--- config.mk ---
export PLATFORM = sky130hd
export DESIGN_NAME = sd_data_tx
export DESIGN_NICKNAME = d
export VERILOG_FILES = /design/src/rtl/sd_data_tx_pkg.sv /design/src/rtl/sd_crc16.sv /design/src/rtl/sd_data_tx.sv
export SDC_FILE = /design/constraint.sdc
export NUM_CORES = 1
export LEC_CHECK = 0
export CORE_MARGIN = 4
export CORE_UTILIZATION = 35
export DETAILED_ROUTE_END_ITERATION = 8
export DONT_BUFFER_PORTS = 1
export PLACE_DENSITY = 0.55
export SLEW_MARGIN = 20
export SYNTH_ARGS = -nofsm -noshare
export SYNTH_HDL_FRONTEND = slang
export SYNTH_SLANG_ARGS = --single-unit
--- constraint.sdc ---
create_clock -name iclk -period 6.9 [get_ports iclk]
set_input_delay 1.035 -clock iclk [delete_from_list [all_inputs] [get_ports iclk]]
set_output_delay 1.035 -clock iclk [all_outputs]
set_load 0.005 [all_outputs]
--- src/rtl/sd_data_tx_pkg.sv ---
// rtl/sd_data_tx_pkg.sv - shared state encoding, tokens and CRC16 step for the SD data-line engines
package sd_data_tx_pkg;

  typedef enum logic [3:0] {
    S_IDLE        = 4'd0,
    S_PREFETCH    = 4'd1,
    S_START       = 4'd2,
    S_DATA        = 4'd3,
    S_CRC         = 4'd4,
    S_END         = 4'd5,
    S_WAIT_STATUS = 4'd6,
    S_STATUS      = 4'd7,
    S_BUSY        = 4'd8,
    S_DONE        = 4'd9
  } sd_tx_state_t;

  localparam logic [15:0] CRC16_POLY = 16'h1021;

  localparam logic [2:0] ST_ACCEPTED = 3'b010;
  localparam logic [2:0] ST_CRC_ERR  = 3'b101;
  localparam logic [2:0] ST_WR_ERR   = 3'b110;

  localparam logic [3:0] NIB_START = 4'h0;
  localparam logic [3:0] NIB_END   = 4'hF;
  localparam logic [3:0] NIB_IDLE  = 4'hF;

  // One MSB-first bit of CRC16-CCITT; feeding din = crc[15] degenerates to a plain left shift.
  function automatic logic [15:0] crc16_step(input logic [15:0] crc, input logic din);
    logic fb;
    fb = crc[15] ^ din;
    return {crc[14:0], 1'b0} ^ (fb ? CRC16_POLY : 16'h0000);
  endfunction

endpackage

--- src/rtl/sd_crc16.sv ---
// rtl/sd_crc16.sv - 1-bit serial CRC16 (x^16+x^12+x^5+1, init 0) with synchronous clear and enable
module sd_crc16
  import sd_data_tx_pkg::*;
(
  input  logic        iclk,
  input  logic        irst,
  input  logic        iclr,
  input  logic        ien,
  input  logic        idin,
  output logic [15:0] ocrc
);

  always_ff @(posedge iclk or posedge irst) begin
    if (irst) begin
      ocrc <= 16'h0000;
    end else if (iclr) begin
      ocrc <= 16'h0000;
    end else if (ien) begin
      ocrc <= crc16_step(ocrc, idin);
    end
  end

endmodule

--- src/rtl/sd_data_tx.sv ---
// rtl/sd_data_tx.sv - SD write-direction data engine: block serialiser, per-line CRC16, status token and busy wait
module sd_data_tx
  import sd_data_tx_pkg::*;
#(
  parameter int BLOCK_NIBBLES  = 1024,
  parameter int STATUS_TIMEOUT = 16,
  parameter int BUSY_TIMEOUT   = 65535
) (
  input  logic       iclk,
  input  logic       irst,
  input  logic       istart,
  output logic [9:0] oaddr,
  input  logic [3:0] irdata,
  input  logic [3:0] idata_sd,
  output logic [3:0] odata_sd,
  output logic       odata_sd_en,
  output logic       odone,
  output logic       oaccepted,
  output logic       oerror,
  output logic [2:0] ostatus
);

  localparam logic [9:0]  ADDR_LAST = 10'(BLOCK_NIBBLES - 1);
  localparam logic [15:0] DATA_LAST = 16'(BLOCK_NIBBLES - 1);
  localparam logic [15:0] CRC_LAST  = 16'd15;
  localparam logic [15:0] STAT_LAST = 16'(STATUS_TIMEOUT - 1);
  localparam logic [15:0] TOK_LAST  = 16'd3;
  localparam logic [15:0] BUSY_LAST = 16'(BUSY_TIMEOUT - 1);

  sd_tx_state_t state, state_nxt;
  logic [15:0]  cnt;
  logic [3:0]   data_q;
  logic         crc_clr, crc_en, crc_shift;
  logic [15:0]  crc [4];
  logic         unused_dat;

  assign unused_dat = ^idata_sd[3:1];

  always_ff @(posedge iclk or posedge irst) begin
    if (irst) begin
      state <= S_IDLE;
    end else begin
      state <= state_nxt;
    end
  end

  always_comb begin
    state_nxt = state;
    unique case (state)
      S_IDLE:        if (istart) state_nxt = S_PREFETCH;
      S_PREFETCH:    state_nxt = S_START;
      S_START:       state_nxt = S_DATA;
      S_DATA:        if (cnt == DATA_LAST) state_nxt = S_CRC;
      S_CRC:         if (cnt == CRC_LAST) state_nxt = S_END;
      S_END:         state_nxt = S_WAIT_STATUS;
      S_WAIT_STATUS: begin
        if (!idata_sd[0])           state_nxt = S_STATUS;
        else if (cnt == STAT_LAST)  state_nxt = S_DONE;
      end
      S_STATUS:      if (cnt == TOK_LAST) state_nxt = S_BUSY;
      S_BUSY:        if (idata_sd[0] || cnt == BUSY_LAST) state_nxt = S_DONE;
      S_DONE:        state_nxt = S_IDLE;
      default:       state_nxt = S_IDLE;
    endcase
  end

  always_comb begin
    odata_sd    = NIB_IDLE;
    odata_sd_en = 1'b0;
    odone       = 1'b0;
    crc_clr     = (state == S_PREFETCH);
    crc_en      = 1'b0;
    crc_shift   = 1'b0;
    unique case (state)
      S_START: begin
        odata_sd    = NIB_START;
        odata_sd_en = 1'b1;
      end
      S_DATA: begin
        odata_sd    = data_q;
        odata_sd_en = 1'b1;
        crc_en      = 1'b1;
      end
      S_CRC: begin
        odata_sd    = {crc[3][15], crc[2][15], crc[1][15], crc[0][15]};
        odata_sd_en = 1'b1;
        crc_en      = 1'b1;
        crc_shift   = 1'b1;
      end
      S_END: begin
        odata_sd    = NIB_END;
        odata_sd_en = 1'b1;
      end
      S_DONE:  odone = 1'b1;
      default: ;
    endcase
  end

  // Per-state cycle counter, restarted on every state change.
  always_ff @(posedge iclk or posedge irst) begin
    if (irst) begin
      cnt <= 16'd0;
    end else if (state == S_IDLE || state_nxt != state) begin
      cnt <= 16'd0;
    end else begin
      cnt <= cnt + 16'd1;
    end
  end

  // Address runs one cycle ahead of the registered RAM read plus the output stage.
  always_ff @(posedge iclk or posedge irst) begin
    if (irst) begin
      oaddr <= 10'd0;
    end else if (state == S_IDLE) begin
      if (istart) oaddr <= 10'd0;
    end else if (oaddr != ADDR_LAST) begin
      oaddr <= oaddr + 10'd1;
    end
  end

  always_ff @(posedge iclk or posedge irst) begin
    if (irst) begin
      data_q <= 4'h0;
    end else begin
      data_q <= irdata;
    end
  end

  for (genvar i = 0; i < 4; i++) begin : g_line
    sd_crc16 u_crc (
      .iclk (iclk),
      .irst (irst),
      .iclr (crc_clr),
      .ien  (crc_en),
      .idin (crc_shift ? crc[i][15] : data_q[i]),
      .ocrc (crc[i])
    );
  end

  // Error takes priority so accepted and error are mutually exclusive.
  always_ff @(posedge iclk or posedge irst) begin
    if (irst) begin
      oaccepted <= 1'b0;
      oerror    <= 1'b0;
      ostatus   <= 3'b000;
    end else begin
      unique case (state)
        S_IDLE: begin
          if (istart) begin
            oaccepted <= 1'b0;
            oerror    <= 1'b0;
            ostatus   <= 3'b000;
          end
        end
        S_WAIT_STATUS: begin
          if (idata_sd[0] && cnt == STAT_LAST) oerror <= 1'b1;
        end
        S_STATUS: begin
          if (cnt != TOK_LAST) begin
            ostatus <= {ostatus[1:0], idata_sd[0]};
          end else if (idata_sd[0] && ostatus == ST_ACCEPTED) begin
            oaccepted <= 1'b1;
          end else begin
            oerror <= 1'b1;
          end
        end
        S_BUSY: begin
          if (!idata_sd[0] && cnt == BUSY_LAST) begin
            oerror    <= 1'b1;
            oaccepted <= 1'b0;
          end
        end
        default: ;
      endcase
    end
  end

endmodule
Word-level counts from Yosys, hierarchy flattened
Cells that the tools add are included.
{"block": "op_classes", "addsub": 2, "n_eq_ne": 24, "muxes": 46, "bitwise": 8, "reduce_logical": 18}
{"cell": "$mux W16", "count": 9}
{"cell": "$xor A16 B16 Y16", "count": 4}
{"cell": "$mux W13", "count": 4}
{"cell": "$pmux W4 S9", "count": 1}
{"cell": "$mux W10", "count": 3}
{"cell": "$mux W4", "count": 7}
{"cell": "$add A16 B1 Y16 const B", "count": 1}
{"cell": "$eq A16 B10 Y1 const B", "count": 1}
{"cell": "$eq A16 B16 Y1 const B", "count": 1}
{"cell": "$eq A16 B2 Y1 const B", "count": 1}
{"cell": "$eq A16 B4 Y1 const B", "count": 1}
{"cell": "$eq A4 B3 Y1 const B", "count": 4}
{"cell": "$mux W1", "count": 16}
{"cell": "$ne A16 B2 Y1 const B", "count": 1}
{"cell": "$ne A2 B2 Y1 const B", "count": 7}
{"cell": "$pmux W4 S3", "count": 1}
{"cell": "$add A10 B1 Y10 const B", "count": 1}
{"cell": "$ne A10 B10 Y1 const B", "count": 1}
{"cell": "$eq A4 B2 Y1 const B", "count": 2}
{"cell": "$eq A4 B4 Y1 const B", "count": 2}
{"cell": "$mux W3", "count": 2}
{"cell": "$pmux W3 S2", "count": 1}
{"cell": "$reduce_and A6 Y1", "count": 1}
{"cell": "$reduce_bool A2 Y1", "count": 3}
{"cell": "17 further kinds", "count": 23}
{"block": "totals", "register_bits": 103, "in_bits": 11}

Depth between registers and ports, before layout
{"block": "logic_depth", "depth_word": 8, "ltp_mapped": 9}

Modules after synthesis
Synthesis repeated with hierarchy kept, for this count alone.
{"block": "hier_totals", "hier_cells": 483, "area_unflattened_um2": 5129.9}
{"module": "sd_crc16", "n_inst": 4, "cells_per_inst": 59, "area_per_inst_um2": 696.9, "seq_area_each_um2": 400.4}
{"module": "sd_data_tx", "n_inst": 1, "cells_per_inst": 247, "area_per_inst_um2": 2342.2, "seq_area_each_um2": 975.9}

Worst setup path after synthesis
Ideal clock, no wire load.
{"block": "synth_timing", "kind": "input port to flip-flop", "start": "in idata_sd[0]", "end": "reg cnt[6]", "setup_ps": 79, "arrival_ps": 2132, "required_time_ps": 6821, "setup_slack_ps": 4688, "cell_stages": 6, "n_path_buf": 2, "cell_sequence": "or3b_2 -> o31ai_1 -> nand4b_1 -> buf_6 -> buf_12 -> mux2i_1"}
{"block": "synth_via", "elab_chain_len": 6, "elab_cells_between_ends": 7, "cone_classes": "eq/ne: 1; mux: 4; reduce/logical: 2"}
{"item": "from (decl)", "line": "sd_data_tx.sv:14", "source": "input logic [3:0] idata_sd,"}
{"item": "$logic_or A1 B1 Y1", "line": "sd_data_tx.sv:61", "source": "S_BUSY: if (idata_sd[0] || cnt == BUSY_LAST) state_nxt = S_DONE;"}
{"item": "$mux W4", "line": "sd_data_tx.sv:61"}
{"item": "$pmux W4 S9 *", "line": "sd_data_tx.sv:49", "source": "unique case (state)"}
{"item": "via state_nxt[0]", "line": "sd_data_tx.sv:30", "source": "sd_tx_state_t state, state_nxt;"}
{"item": "$ne A4 B4 Y1 *", "line": "sd_data_tx.sv:103", "source": "end else if (state == S_IDLE || state_nxt != state) begin"}
{"item": "$logic_or A1 B1 Y1 *", "line": "sd_data_tx.sv:103"}
{"item": "$mux W16 *", "line": "sd_data_tx.sv:103"}
{"item": "to (signal assigned)", "line": "sd_data_tx.sv:106", "source": "cnt <= cnt + 16'd1;"}
{"item": "to (decl)", "line": "sd_data_tx.sv:31", "source": "logic [15:0] cnt;"}
The timed path passes the listed nets; every way through them passes the cells marked *.
A chain may end at the register's enable or synchronous reset.

Worst setup path in the final report
{"block": "layout_timing", "start": "reg state[2]", "end": "out odata_sd[1]"}
{"block": "layout_via", "elab_chain_len": 2, "elab_cells_between_ends": 4, "cone_classes": "eq/ne: 3; mux: 1"}
{"item": "from (decl)", "line": "sd_data_tx.sv:30"}
{"item": "from (signal assigned)", "line": "sd_data_tx.sv:43", "source": "state <= state_nxt;"}
{"item": "$eq A4 B3 Y1 or $eq A4 B2 Y1 (tied branches)", "line": "sd_data_tx.sv:74", "source": "unique case (state)"}
{"item": "$pmux W4 S3 *", "line": "sd_data_tx.sv:74"}
{"item": "to (decl)", "line": "sd_data_tx.sv:15", "source": "output logic [3:0] odata_sd,"}
Mark *: on every way between the ends. The rest lies on a longest branch, timed or not.

==> load_flow_metrics.sql <==
INSERT INTO impl_metrics (metric_group, metric, value, unit) VALUES
('sta', 'fmaxAchievable', '0.358', 'GHz'),
('place', 'globalplace.congestion', '0.806', ''),
('sta', 'finalCritPeriodShare', '40.5', '%'),
('drt', 'first_pass_iters', '4', ''),
('sta', 'timing.slew.headroom', '44.5', '%'),
('global_routing', 'grt_first_pass_wirelength', '18800', 'um'),
('cells_and_area', 'area_growth', '8.65', '%'),
('status', 'status', 'complete, no violations', ''),
('cts', 'cts-buffers-inserted', '9', ''),
('yosys', 'synthesized_netlist_cell_count', '564', ''),
('yosys', 'synth_largest_area_cell', 'dfrtp_1', ''),
('drt', 'met2_length', '4870', 'um'),
('pwr', 'leakagePower', '0.00244', 'uW'),
('yosys', 'synth_seq_area_share', '50.0', '%'),
('global_routing', 'grt_remaining_overflow', '0', ''),
('place', 'place_hpwl', '6590', 'um'),
('min_path', 'hold_path_class', 'register to register', ''),
('yosys', 'syn_area', '5150', 'um^2'),
('yosys', 'synth_top_area_share', '50.0', '%'),
('drt', 'route.detailed.drc', '0', ''),
('drt', 'finalWirelength', '10700', 'um'),
('sta', 'clock-skew-final', '8.51', 'ps'),
('drt', 'num_vias', '3816', ''),
('sta', 'max_slew.worst_pin.slew', '821', 'ps'),
('setup_path', 'cp_data_required_time', '5860', 'ps'),
('sta', 'tns', '0', 'ps'),
('cts', 'post_cts_hold_buffer_count', '0', ''),
('cts', 'htree_num_levels', '3', ''),
('cts', 'cts_max_path_buffers', '2', ''),
('drt', 'met1Wirelength', '5250', 'um'),
('sta', 'grt_setup_unrepaired', 'false', ''),
('cts', 'cts.sink_count', '103', ''),
('setup_path', 'reg2reg_from', 'state[3]', ''),
('place', 'post-place-cells', '718', ''),
('die', 'die_y', '129', 'um'),
('yosys', 'avgSynthCellArea', '9.13', 'um^2'),
('cells_and_area', 'layout.cells.non_filler', '734', ''),
('setup_path', 'timing.critical_path.arrival', '1760', 'ps'),
('setup_path', 'endpoint_kind', 'output port', ''),
('min_path', 'min-delay-start', 'g_line[3].u_crc.ocrc[14]', ''),
('yosys', 'synth-warning-count', '0', ''),
('global_routing', 'antenna_found_initial', '1', ''),
('drt', 'maxUsedRoutingLayer', 'met5', ''),
('sta', 'final-hold-violation-count', '0', ''),
('yosys', 'synth_enable_flop_cells', '0', ''),
('yosys', 'synthArstFlopShare', '100', '%'),
('setup_path', 'cp_max_fo', '17', ''),
('yosys', 'post_synth_main_area_contributors', 'dfrtp_1 50%, nand2_1 9.5%, xnor2_1 5.4%', ''),
('yosys', 'synth_nets', '579', ''),
('cts', 'cts-root-buf', 'clkbuf_16', ''),
('setup_path', 'r2r_setup_slack', '4240', 'ps'),
('global_routing', 'grt_max_degree', '73', ''),
('global_routing', 'grt_util_all_layers', '13.6', '%'),
('sta', 'finalCriticalPeriod', '2800', 'ps'),
('cells_and_area', 'final_net_count', '560', ''),
('cts', 'cts_tree', 'built', ''),
('die', 'die_area', '16700', 'um^2'),
('die', 'floorplan.initialDensity', '35.6', '%'),
('die', 'floorplan.core_area', '14500', 'um^2'),
('sta', 'report.final.slew_viol_count', '0', ''),
('pwr', 'max-vdd-ir-drop', '0.000180', 'V'),
('drt', 'wl_cell', '14.6', 'um'),
('die', 'fp-row-count', '44', ''),
('yosys', 'postSynth.topFlopCell', 'dfrtp_1', ''),
('drt', 'routed-wl-met3', '440', 'um'),
('job', 'drv_cap', '0', ''),
('cells_and_area', 'num_antenna_cells', '0', ''),
('yosys', 'yosys.cell_count.top_type', 'nand2_1', ''),
('drt', 'drc_violation_total_after_the_first_tritonroute_iteration', '325', ''),
('die', 'fp.dieW', '129', 'um'),
('global_routing', 'via_count_of_the_first_global_routing_pass', '3744', '');
[critical path, stage by stage (launching register included)]
cell and delay [ps]:
dfrtp_1 710, nand2b_1 350, a21oi_1 70, o21bai_1 290
[cells by family after synthesis]
family	share of synthesized area [%]
compound gates	7.94
xor+xnor	5.78
fa+ha+maj	0.972
buf+inv	3.96
flops	50.0
mux	3.33
simple gates	28.0
[power breakdown]
| part | switching, uW | internal, uW |
|---|---|---|
| Clock | 226 | 294 |
| Combinational | 461 | 289 |
| Sequential | 185 | 839 |
[path summary, 6_finish.rpt]
| path | end | cells after the start |
|---|---|---|
| worst max-delay path | odata_sd[1] | 3 |
| worst min register to register | g_line[3].u_crc.ocrc[15] | 2 |
| max in group asynchronous | g_line[3].u_crc.ocrc[2] | 2 |
| worst max register to register | cnt[14] | 6 |
| min in group asynchronous | oaddr[6] | 1 |
| worst min-delay path | g_line[3].u_crc.ocrc[15] | 2 |
[cell usage in the layout, fill, tap and decap left out, types with 3 or more instances in the layout]
cell,synthesis,routed
nor4_1,8,8
clkbuf_16,0,9
xnor2_1,32,32
nand2b_1,12,12
inv_1,8,7
nor3b_1,4,4
or3_1,15,15
dfrtp_1,103,103
ha_1,4,4
mux2i_1,16,16
a21oi_1,32,31
nand3_1,50,50
buf_4,1,7
nand2_1,131,131
nor3_1,11,10
nand4_1,8,8
o21bai_1,4,4
o21ai_0,17,17
or2b_1,6,6
nor4b_1,4,4
and2_1,3,3
nor2_1,24,24
[through the flow]
step	utilization [%]	worst slack, ps	instance area (um^2)	total power (uW)
detailed placement	36.5	4250	5280	1800
global route	38.7	3940	5600	2500
global placement	36.5	4380	5280	1760
finish	38.7	4100	5600	2290
CTS	38.6	4150	5590	2330
floorplan	-	3160	5150	1620
[per-layer routing]
layer | GRT usage (%) | up-vias
met5 | 0 | -
met4 | 5.19 | 2
met3 | 2.51 | 14
met2 | 20.7 | 66
met1 | 19.3 | 1858
li1 | - | 1876
[sequential cells by signal, indices dropped and copies added, names as in the netlist]
signal             count
g_line.u_crc.ocrc     64
oerror                 1
oaccepted              1
data_q                 4
oaddr                 10
ostatus                3
cnt                   16
state                  4
[layout make-up]
| class | instances | area, um^2 |
|---|---|---|
| Timing Repair Buffer | 7 | 52.6 |
| Clock inverter | 5 | 62.6 |
| Inverter | 8 | 32.5 |
| Sequential cell | 103 | 2580 |
| Tap cell | 184 | 230 |
| Multi-Input combinational cell | 416 | 2400 |
| Clock buffer | 11 | 243 |
| Fill cell | 1414 | 8880 |
(Power assumes the default switching activity.)
